<file path="config.mk">
export PLATFORM = sky130hd
export DESIGN_NAME = mmc1_serial_regs_flat
export DESIGN_NICKNAME = d
export VERILOG_FILES = /design/src/rtl/mmc1_serial_regs_if.sv /design/src/rtl/mmc1_serial_regs.sv /design/src/flat_wrapper.sv
export SDC_FILE = /design/constraint.sdc
export NUM_CORES = 1
export LEC_CHECK = 0
export CAP_MARGIN = 20
export CELL_PAD_IN_SITES_DETAIL_PLACEMENT = 1
export CELL_PAD_IN_SITES_GLOBAL_PLACEMENT = 1
export CORE_ASPECT_RATIO = 0.9
export CORE_MARGIN = 5
export CORE_UTILIZATION = 32
export DETAILED_ROUTE_END_ITERATION = 10
export GPL_TIMING_DRIVEN = 0
export HOLD_SLACK_MARGIN = 0.02
export MAX_ROUTING_LAYER = met4
export PLACE_DENSITY = 0.79
export SLEW_MARGIN = 0
export SYNTH_ARGS = -nofsm -noshare
export SYNTH_HDL_FRONTEND = slang
export SYNTH_SLANG_ARGS = --single-unit
export TNS_END_PERCENT = 20
</file>
<file path="constraint.sdc">
create_clock -name ck -period 1.75 [get_ports ck]
set_input_delay 0.35 -clock ck [delete_from_list [all_inputs] [get_ports ck]]
set_output_delay 0.35 -clock ck [all_outputs]
set_load 0.03 [all_outputs]
</file>
<file path="src/rtl/mmc1_serial_regs_if.sv">
// rtl/mmc1_serial_regs_if.sv - CPU write bus into the MMC1 serial register front end
interface mmc1_serial_regs_if;
  logic       wr;
  logic [1:0] addr;
  logic       d0;
  logic       d7;

  modport master (output wr, output addr, output d0, output d7);
  modport slave  (input wr, input addr, input d0, input d7);
endinterface

</file>
<file path="src/rtl/mmc1_serial_regs.sv">
// rtl/mmc1_serial_regs.sv - MMC1 serial load, register file and bank line decode
module mmc1_serial_regs (
  input  logic                    ck,
  input  logic                    nres,
  mmc1_serial_regs_if.slave       bus,
  input  logic                    cpu_a14,
  input  logic [2:0]              ppu_a,
  output logic [3:0]              prg_a,
  output logic [4:0]              chr_a,
  output logic                    ciram_a10,
  output logic                    wram_ce_n,
  output logic [4:0]              ctrl,
  output logic [4:0]              chr0,
  output logic [4:0]              chr1,
  output logic [4:0]              prg
);

  logic [3:0] sr_q, sr_d;
  logic [2:0] cnt_q, cnt_d;
  logic       wr_q;
  logic [4:0] ctrl_q, ctrl_d;
  logic [4:0] chr0_q, chr0_d;
  logic [4:0] chr1_q, chr1_d;
  logic [4:0] prg_q, prg_d;
  logic       accept;

  // Only the first cycle of a write burst counts, so RMW double writes collapse to one.
  assign accept = bus.wr & ~wr_q;

  always_comb begin
    sr_d   = sr_q;
    cnt_d  = cnt_q;
    ctrl_d = ctrl_q;
    chr0_d = chr0_q;
    chr1_d = chr1_q;
    prg_d  = prg_q;
    if (accept) begin
      if (bus.d7) begin
        sr_d        = 4'h0;
        cnt_d       = 3'd0;
        ctrl_d[3:2] = 2'b11;
      end else if (cnt_q == 3'd4) begin
        case (bus.addr)
          2'd0:    ctrl_d = {bus.d0, sr_q};
          2'd1:    chr0_d = {bus.d0, sr_q};
          2'd2:    chr1_d = {bus.d0, sr_q};
          default: prg_d  = {bus.d0, sr_q};
        endcase
        sr_d  = 4'h0;
        cnt_d = 3'd0;
      end else begin
        sr_d  = {bus.d0, sr_q[3:1]};
        cnt_d = cnt_q + 3'd1;
      end
    end
  end

  always_ff @(posedge ck or negedge nres) begin
    if (!nres) begin
      sr_q   <= 4'h0;
      cnt_q  <= 3'd0;
      wr_q   <= 1'b0;
      ctrl_q <= 5'b01100;
      chr0_q <= 5'h00;
      chr1_q <= 5'h00;
      prg_q  <= 5'h00;
    end else begin
      sr_q   <= sr_d;
      cnt_q  <= cnt_d;
      wr_q   <= bus.wr;
      ctrl_q <= ctrl_d;
      chr0_q <= chr0_d;
      chr1_q <= chr1_d;
      prg_q  <= prg_d;
    end
  end

  always_comb begin
    case (ctrl_q[1:0])
      2'd0:    ciram_a10 = 1'b0;
      2'd1:    ciram_a10 = 1'b1;
      2'd2:    ciram_a10 = ppu_a[0];
      default: ciram_a10 = ppu_a[1];
    endcase
  end

  always_comb begin
    case (ctrl_q[3:2])
      2'd2:    prg_a = cpu_a14 ? prg_q[3:0] : 4'h0;
      2'd3:    prg_a = cpu_a14 ? 4'hF : prg_q[3:0];
      default: prg_a = {prg_q[3:1], cpu_a14};
    endcase
  end

  assign chr_a     = ctrl_q[4] ? (ppu_a[2] ? chr1_q : chr0_q) : {chr0_q[4:1], ppu_a[2]};
  assign wram_ce_n = prg_q[4];
  assign ctrl      = ctrl_q;
  assign chr0      = chr0_q;
  assign chr1      = chr1_q;
  assign prg       = prg_q;

endmodule
</file>
<file path="src/flat_wrapper.sv">
// flat-port wrapper written by rule: the top's interface ports become plain ports
module mmc1_serial_regs_flat 
  (ck, nres, cpu_a14, ppu_a, prg_a, chr_a, ciram_a10, wram_ce_n, ctrl, chr0, chr1, prg, bus_wr, bus_addr, bus_d0, bus_d7);
  mmc1_serial_regs_if bus_i ();
  input  logic ck;
  input  logic nres;
  input  logic cpu_a14;
  input  logic [2:0] ppu_a;
  output logic [3:0] prg_a;
  output logic [4:0] chr_a;
  output logic ciram_a10;
  output logic wram_ce_n;
  output logic [4:0] ctrl;
  output logic [4:0] chr0;
  output logic [4:0] chr1;
  output logic [4:0] prg;
  input wire logic [$bits(bus_i.wr)-1:0] bus_wr;
  input wire logic [$bits(bus_i.addr)-1:0] bus_addr;
  input wire logic [$bits(bus_i.d0)-1:0] bus_d0;
  input wire logic [$bits(bus_i.d7)-1:0] bus_d7;
  assign bus_i.wr = bus_wr;
  assign bus_i.addr = bus_addr;
  assign bus_i.d0 = bus_d0;
  assign bus_i.d7 = bus_d7;
  mmc1_serial_regs u_core (.ck(ck), .nres(nres), .bus(bus_i), .cpu_a14(cpu_a14), .ppu_a(ppu_a), .prg_a(prg_a), .chr_a(chr_a), .ciram_a10(ciram_a10), .wram_ce_n(wram_ce_n), .ctrl(ctrl), .chr0(chr0), .chr1(chr1), .prg(prg));
endmodule
</file>
* Word-level counts from Yosys, hierarchy flattened
Index checks and enable logic that the tools add are counted.
** Storage, ports and cells
- Flip-flop bits (word level) :: 28
- Logic and storage cells :: 43
- Memory bits (read-only) :: 0
- Bits in latches :: 0
- Bits in writable memories :: 0
- Bits of input ports :: 11
- Memories kept :: 0
** Operators by class
- Eq/ne operators :: 7
- Multiply operators :: 0
- $add $sub $neg :: 1
- Multiplexer cells :: 13
- Reductions and logical operators :: 10
- Shift operators :: 0
- Divide/modulo/power cells :: 0
- Magnitude comparators :: 0
- Bitwise logic cells :: 4
** Operators with widths (count)
- $mux 4 :: 6
- $reduce_and 4->1 :: 4
- $mux 5 :: 2
- $eq 2x2->1 const B :: 4
- $pmux 4 s2 :: 1
- $mux 3 :: 2
- $eq 2x1->1 const B :: 2
- $logic_not 2->1 :: 2
- $reduce_bool 2->1 :: 2
- $add 3x1->3 const B :: 1
- $eq 3x3->1 const B :: 1
- $not 1->1 :: 3
- $pmux 1 s3 :: 1
- $reduce_and 3->1 :: 1
- $reduce_or 3->1 :: 1
- $mux 2 :: 1
- $and 1x1->1 :: 1

* Depth between registers and ports, before layout
- Depth after elaboration :: 4
- Gate-level depth with buffers :: 6
- Mapped depth without buffers :: 5

* Worst setup path before layout
No wires, ideal clock.
- Path type :: input-to-reg
- Start point :: in bus_d7
- End point :: reg u_core.chr1_q[4] (netlist: u_core.chr1[4])
- Setup time :: 0.125 ns
- Slack :: 0.015 ns
- Stages :: 4
- Arrival time :: 1.610 ns
- Path buffers :: 1
- Cells stage by stage :: or3b_1 -> buf_2 -> nor4b_4 -> mux2_2
** Between the ends
- Cells in the longest elaborated chain, start to end :: 2
** RTL lines
- start: declaration :: RTL line flat_wrapper.sv:20 : input wire logic [$bits(bus_i.d7)-1:0] bus_d7;
- $not 1->1 (no line)
- $reduce_and 4->1 (no line)
- end signal: assignment :: RTL line mmc1_serial_regs.sv:73 : chr1_q <= chr1_d;
- end: declaration :: RTL line mmc1_serial_regs.sv:23 : logic [4:0] chr1_q, chr1_d;
Every way passes these cells.
A chain may end at the register's enable or synchronous reset.

* Final worst setup path
- Start point :: reg u_core.ctrl_q[4] (netlist: u_core.ctrl[4])
- End point :: out chr_a[3]
** Between the ends
- Cells in the longest elaborated chain, start to end :: 1
** RTL lines
- start: declaration :: RTL line mmc1_serial_regs.sv:21 : logic [4:0] ctrl_q, ctrl_d;
- start signal: assignment :: RTL line mmc1_serial_regs.sv:71 : ctrl_q <= ctrl_d;
- $mux 5 :: RTL line mmc1_serial_regs.sv:95 : assign chr_a = ctrl_q[4] ? (ppu_a[2] ? chr1_q : chr0_q) : {chr0_q[4:1], ppu_a[2]};
- end: declaration :: RTL line flat_wrapper.sv:10 : output logic [4:0] chr_a;
Every way passes these cells.

==> results by group <==
Floorplan
  • Die ar.: 5520 um2
  • Num ports: 42
  • Core Area: 4050 um2
  • Initial core utilization: 32.7%
  • Placement Rows: 22
  • Die H: 71.0 um
  • Die extent in x: approximately 78 um

Critical path
  • Crit. End Element: output pin
  • WP data required: roughly 1.4 ns
  • CP Data Arrival Time: around 1.5 ns
  • Startpoint class of the critical path: flip-flop
  • Max FO, Critical Path: 4
  • WS Path Type: flip-flop to output pin

Layout
  • Final non-filler cell area: 2000 um2
  • Most common cell after layout, fill and taps aside: dfrtp_1
  • Most frequent cells in the layout: dfrtp_1 (26), mux2_2 (17), clkdlybuf4s50_1 (15)
  • Ant diodes: 0
  • Share of post-route cells with drive strength above 1: 38.4%
  • Fin util: 49.5%
  • Synth-to-Final Area Change: 51.4%
  • Layout Cells excl Fill: 207
  • # nets final: 173

Timing
  • Max Slew Vio Count: 0
  • Worst slew margin: around two thirds
  • Final Cycle Share: 103%
  • RSZ-0062 raised after global routing: yes
  • Min Tclk post-route: 1.80 ns
  • Setup Skew: 0.00763 ns
  • Slew @ Worst Pin: 0.505 ns
  • Maximum clock rate: 0.556 GHz
  • Final Hold Fails: 0
  • Endpoints failing setup: 1
  • Final setup margin: -0.0497 ns

Placed design
  • Post-place instance area: approximately 1800 um2
  • GP Congestion: 0.721
  • DP HPWL: 2700 um
  • PortBufs: 41
  • Pre-CTS setup slack: -0.690 ns
  • DP Cell Count: 196

Global routing
  • Vias in the first global route: about 1,200
  • Largest net degree at the start of global routing: 21
  • First-pass GRT wire length: 5950 um
  • Initial antenna violation count: 0
  • Total global routing overflow: 0
  • Total GRT Usage: between 10% and 20%

Synth
  • Seq cells post-synth: 28
  • Cells after synthesis: 106
  • Register area share after synthesis: 53.2%
  • Ys Warns: 0
  • Mapped Nets: ~120
  • Synth top area cells: dfrtp_1 (49%), mux2_2 (20%), a21oi_1 (4.5%)
  • Syn Area/Cell: around 12 um2
  • Most area-hungry cell type in the Yosys netlist: dfrtp_1
  • Number of distinct library cells after synthesis: 24
  • Share of the synthesized area in the top cell type: 49.2%
  • Synthesized cell area: 1320 um2

Clock network
  • CTS Buffer Depth: 2
  • TritonCTS sink count: 28
  • CTS root buffer: clkbuf_8
  • Clk slew on worst S/H paths: 0.10 ns
  • CTS Buf Count: 3
  • Hold buffers post-CTS: 0
  • TritonCTS clock tree: built
  • H-tree depth: 1
  • Clock latency on the worst-skew pair: 0.28 ns

Status
  • Failing checks: negative setup slack
  • Status: finished, violations left

Detailed routing
  • Vias/cell: 5.09
  • Wirelength, routed: 3700 um
  • Routed len/inst: 17.9 um
  • DR iter-0 viols: 44
  • Final antenna-violating net count: 0
  • Residual DRC: 0
  • Vias: 1,054
  • First-pass iteration count of the detailed router: 4

Power and ir drop
  • Final Power: 1.49 mW
  • PwrDens: roughly 740 nW/um2
  • VDD IR max: 454 uV
  • Leak Pwr: 1.10 nW

Min path
  • Hold WC Path Type: primary input to flip-flop

Run
  • Max-Cap Viols: 0
-- flip-flops by register name, summed over array words and instances, names as in the netlist --
signal / count
u_core.sr_q: 4
u_core.wr_q: 1
u_core.chr0: 5
u_core.prg: 5
u_core.chr1: 5
u_core.ctrl: 5
u_core.cnt_q: 3
-- through the flow --
step	setup TNS (ns)	hold WS [ns]
final	-0.0497	0.341
after global routing	-0.316	0.357
after CTS	-0.175	0.338
after detailed placement	-17.11	0.526
after global placement	-15.78	0.493
after floorplan	0	0.0544
-- worst paths after layout --
check / endpoint / cells past startpoint / startpoint / slack (ns)
min: u_core.wr_q$_DFF_PN0_ / 1 / bus_wr / 0.34
max reg2reg: u_core.chr1[3]$_DFFE_PN0P_ / 5 / u_core.wr_q$_DFF_PN0_ / 0.01
min in group asynchronous: u_core.chr0[3]$_DFFE_PN0P_ / 1 / nres / 0.40
max: chr_a[3] / 3 / u_core.ctrl[4]$_DFFE_PN0P_ / -0.05
min reg2reg: u_core.chr0[1]$_DFFE_PN0P_ / 1 / u_core.chr0[1]$_DFFE_PN0P_ / 0.55
max in group asynchronous: u_core.ctrl[3]$_DFFE_PN1P_ / 2 / nres / 0.80
-- power breakdown --
group          switching (mW)  leakage [nW]  internal, mW
Combinational           0.144         0.687         0.120
Clock                   0.206        0.0357         0.307
Sequential             0.0330         0.377         0.675
Total                   0.383          1.10          1.10
-- metal layers --
| metal | GRT usage [%] | wire, um | vias up | part of all wire (%) |
|---|---|---|---|---|
| li1 | - | - | 487 | - |
| met1 | 15.6 | 1570 | 526 | 42 |
| met2 | 23.4 | 1900 | 35 | 51 |
| met3 | 1.91 | 153 | 6 | 4.1 |
| met4 | 6.87 | 79 | 0 | 2.1 |
| met5 | - | 0 | - | 0 |
-- cells by family (layout without fill, tap and decap cells) --
logic type	after synthesis	in the layout	synth area share (%)
AO/OA/AOI/OAI	23	23	10.6
multiplexers	23	23	19.6
buffers and inverters	10	63	3.31
flip-flops	28	28	53.2
adder cells (fa/ha/maj)	2	2	1.89
AND/OR/NAND/NOR	20	20	11.4
-- timing repair --
item | CTS | global route
endpoints found under the setup margin | 34 | 35
gates resized for setup | 61 | 28
buffers inserted | 5 | 2
pin swaps | 3 | 6
-- synth_stat cells, drive strengths merged --
cell     number
ha            2
nand2b        4
or2           1
buf           2
o22a          2
clkbuf        2
nor2          4
o21ai         3
or3b          1
a31oi         2
nand2         5
dfstp         2
nor4b         1
nor3          2
dfrtp        26
inv           6
nand4bb       1
nor4          1
a21oi        12
mux2         23
a22o          4
-- cell type report --
| type | instances | area (um2) |
|---|---|---|
| plain buffers | 4 | 27.5 |
| clock buffers | 3 | 41.3 |
| clock inverters | 1 | 30.0 |
| fillers | 419 | 2040 |
| inverters | 6 | 22.5 |
| multi-input cells | 68 | 636 |
| flip-flops and latches | 28 | 703 |
| well taps | 48 | 60.1 |
| repair buffers | 49 | 482 |
-- critical path, stage by stage (launching register included) --
cell and delay (ns):
dfrtp_1 0.45, nand2_4 0.11, mux2_2 0.33, clkdlybuf4s15_2 0.28
Power figures use the tool's default switching activity.
==> edit (same flow settings) <==
Add an input register stage for `cpu_a14` and `ppu_a`, without a reset; this delays them by one clock. The other inputs are not delayed to match.
--- a/src/rtl/mmc1_serial_regs.sv
+++ b/src/rtl/mmc1_serial_regs.sv
@@ -14,6 +14,14 @@
   output logic [4:0]              chr1,
   output logic [4:0]              prg
 );
+
+  logic cpu_a14_q;
+  logic [2:0] ppu_a_q;
+
+  always_ff @(posedge ck) begin
+    cpu_a14_q <= cpu_a14;
+    ppu_a_q   <= ppu_a;
+  end
 
   logic [3:0] sr_q, sr_d;
   logic [2:0] cnt_q, cnt_d;
@@ -79,20 +87,20 @@
     case (ctrl_q[1:0])
       2'd0:    ciram_a10 = 1'b0;
       2'd1:    ciram_a10 = 1'b1;
-      2'd2:    ciram_a10 = ppu_a[0];
-      default: ciram_a10 = ppu_a[1];
+      2'd2:    ciram_a10 = ppu_a_q[0];
+      default: ciram_a10 = ppu_a_q[1];
     endcase
   end
 
   always_comb begin
     case (ctrl_q[3:2])
-      2'd2:    prg_a = cpu_a14 ? prg_q[3:0] : 4'h0;
-      2'd3:    prg_a = cpu_a14 ? 4'hF : prg_q[3:0];
-      default: prg_a = {prg_q[3:1], cpu_a14};
+      2'd2:    prg_a = cpu_a14_q ? prg_q[3:0] : 4'h0;
+      2'd3:    prg_a = cpu_a14_q ? 4'hF : prg_q[3:0];
+      default: prg_a = {prg_q[3:1], cpu_a14_q};
     endcase
   end
 
-  assign chr_a     = ctrl_q[4] ? (ppu_a[2] ? chr1_q : chr0_q) : {chr0_q[4:1], ppu_a[2]};
+  assign chr_a     = ctrl_q[4] ? (ppu_a_q[2] ? chr1_q : chr0_q) : {chr0_q[4:1], ppu_a_q[2]};
   assign wram_ce_n = prg_q[4];
   assign ctrl      = ctrl_q;
   assign chr0      = chr0_q;
Behaviour: not the same (Yosys sat finds a counterexample within 4 cycles, from zero or initial values).
==> edit against the unedited design <==
The run still ends with negative setup slack left; highest routed layer unchanged; worst setup slack gained 0.047 ns; cell area grew 7.1%; sequential cell count grew 4; total power grew 17%; sequential share of layout area grew 1.4 points; sequential power grew 14%; area after synthesis grew 6.1%; routed wire length grew 0.84%; first-iteration DRC count shrank 43%.
==> edit: results (changes against the unedited design) <==
| Metric | Value |
|---|---|
| Maximum net fanout on the critical path | `5 (+1)` |
| Via total after detailed routing | `1079 (+2.4%)` |
| Fraction of final layout cells with drive strength greater than 1 | `33.94% (-4.4 points)` |
| Final WL | `3731 um (+0.84%)` |
| CTS buffer count | `5 (+2)` |
| Setup ws final | `-0.002534 ns (+0.04717 ns)` |
| Max transition margin | `65.54% (-0.71 points)` |
| Post-synth net total | `123 (+3.4%)` |
| Clk_skew | `0.005267 ns (-0.002366 ns)` |
| Post-DP HPWL | `2707 um (+0.14%)` |
| Worst skew pair latency | `0.28 ns (about the same)` |
| Via count of the first global-routing pass | `1251 (+2.6%)` |
| Ranking of synthesized cells by area | `sky130_fd_sc_hd__dfrtp_1, sky130_fd_sc_hd__mux2_2, sky130_fd_sc_hd__dfxtp_1` |
| Final setup TNS | `-0.002534 ns (+0.04717 ns)` |
| Violated checks | `negative setup slack` |
| VDD IR max | `0.4258 mV (-6.1%)` |
| Cell-internal power | `1.310 mW (+19%)` |
| Wire length of the first global-routing pass | `6009 um (+1.0%)` |
| Endpoint of the lowest-slack register-to-register path | `u_core.chr1[2]` |
| Post-synthesis cell type count | `25 (+4.2%)` |
| Final setup fails | `1 (unchanged)` |
| Starting DRT DRC Count | `25 (-43%)` |
| First-pass detailed-route iteration total | `2 (-2)` |
| Placed instance area | `1916 sq um (+5.2%)` |
| Post-synthesis async set-or-reset flop share | `87.50% (-13 points)` |
| Termination of the worst setup path | `chr_a[2]` |
| Signal arrival time at the worst endpoint | `1.40 ns (-0.05 ns)` |
| Beginning of the worst register-to-register path | `u_core.wr_q` |
| Post-placement setup slack | `-0.6703 ns (+0.01923 ns)` |
| Run status | `finished with violations` |
| Filler cell count in the final layout | `424 (+1.2%)` |
| Gr usage total | `13.92% (+0.24 points)` |
| Final-stage net count | `177 (+2.3%)` |
| Family with the most delay on the worst path | `flip-flops` |
| CP max stage delay | `0.43 ns (-0.02 ns)` |
| Depth of the CTS H-tree | `2 (+1)` |
| Post-synthesis sequential area ratio | `55.84% (+2.7 points)` |
| Clock edge transition at the registers on the reported setup and hold paths | `0.06 ns (-0.04 ns)` |
| Worst reg-to-reg path cell count | `5 (unchanged)` |
| Maximum buffer depth of the clock tree | `2 (unchanged)` |
| P_leak | `1.231 nW (+12%)` |
| Pins Over Slew Limit | `0 (unchanged)` |
| Placer Congestion | `0.7053 (-2.2%)` |
[edit: what timing repair did]
| action | 4_1_cts | 5_1_grt |
|---|---|---|
| resized for setup | 61 | 28 |
| pin swaps | 4 | 6 |
| gates cloned | 0 | 0 |
| setup endpoints to repair | 35 | 38 |
| setup buffers | 4 | 1 |
[edit: worst min path at each step]
| stage | startpoint | endpoint | depth (start not counted) |
|---|---|---|---|
| 2_1_floorplan | nres | u_core.chr0[0] | 0 |
| 6_report | bus_wr | u_core.wr_q | 1 |
| 5_1_grt | bus_wr | u_core.wr_q | 1 |
| 4_1_cts | bus_wr | u_core.wr_q | 1 |
| 3_5_place_dp | u_core.chr0[2] | u_core.chr0[2] | 1 |
| 3_3_place_gp | u_core.cnt_q[1] | u_core.cnt_q[1] | 2 |
[edit: stage by stage]
stage / cells / total power [mW] / utilization (%) / hold slack [ns]
finish: 225 / 1.745 / 51.60 / 0.3366
CTS: 224 / 1.750 / 49.76 / 0.3318
global route: 225 / 1.838 / 51.60 / 0.3412
detailed placement: 212 / 1.063 / 46.09 / 0.5250
floorplan: 110 / 0.9373 / - / 0.05441
global placement: 211 / 1.040 / 45.42 / 0.4915
[edit: worst reg2reg max path, delay by kind of cell (launching register included)]
| kind | cells | cell delay, ns |
|---|---|---|
| multiplexers | 1 | 0.31 |
| AND/OR/NAND/NOR | 2 | 0.59 |
| buffers and inverters | 2 | 0.33 |
| flip-flops | 1 | 0.37 |
[edit: power by group through the flow]
stage	logic, mW	clock network [mW]	registers (mW)
floorplan	0.106	0	0.831
CTS	0.237	0.704	0.808
global route	0.277	0.746	0.815
detailed placement	0.242	0	0.821
finish	0.254	0.681	0.810
global placement	0.224	0	0.816
[edit: cell type report]
| class | instances | area [sq um] | share of cell area (%) |
|---|---|---|---|
| sequential | 32 | 783.3 | 36.52 |
| multi-input combinational | 68 | 639.4 | 29.81 |
| timing repair buffer | 47 | 489.2 | 22.81 |
| tap | 60 | 75.07 | 3.501 |
| clock buffer | 6 | 72.57 | 3.384 |
| clock inverter | 2 | 35.03 | 1.634 |
| buffer | 4 | 27.53 | 1.284 |
| inverter | 6 | 22.52 | 1.050 |
[edit: cell families after synthesis]
group	share of synthesized area (%)
AOI/OAI and AO/OA	9.991
adders and majority gates	1.784
buffers and inverters	3.121
DFF	55.84
muxes	18.47
and+or+nand+nor	10.79
[edit: layer usage]
metal / routed length [um] / up-vias / GRT usage, %
li1: - / 498 / -
met1: 1574 / 534 / 14.78
met2: 1871 / 42 / 23.82
met3: 238 / 5 / 4.691
met4: 48 / 0 / 5.816
met5: 0 / - / -
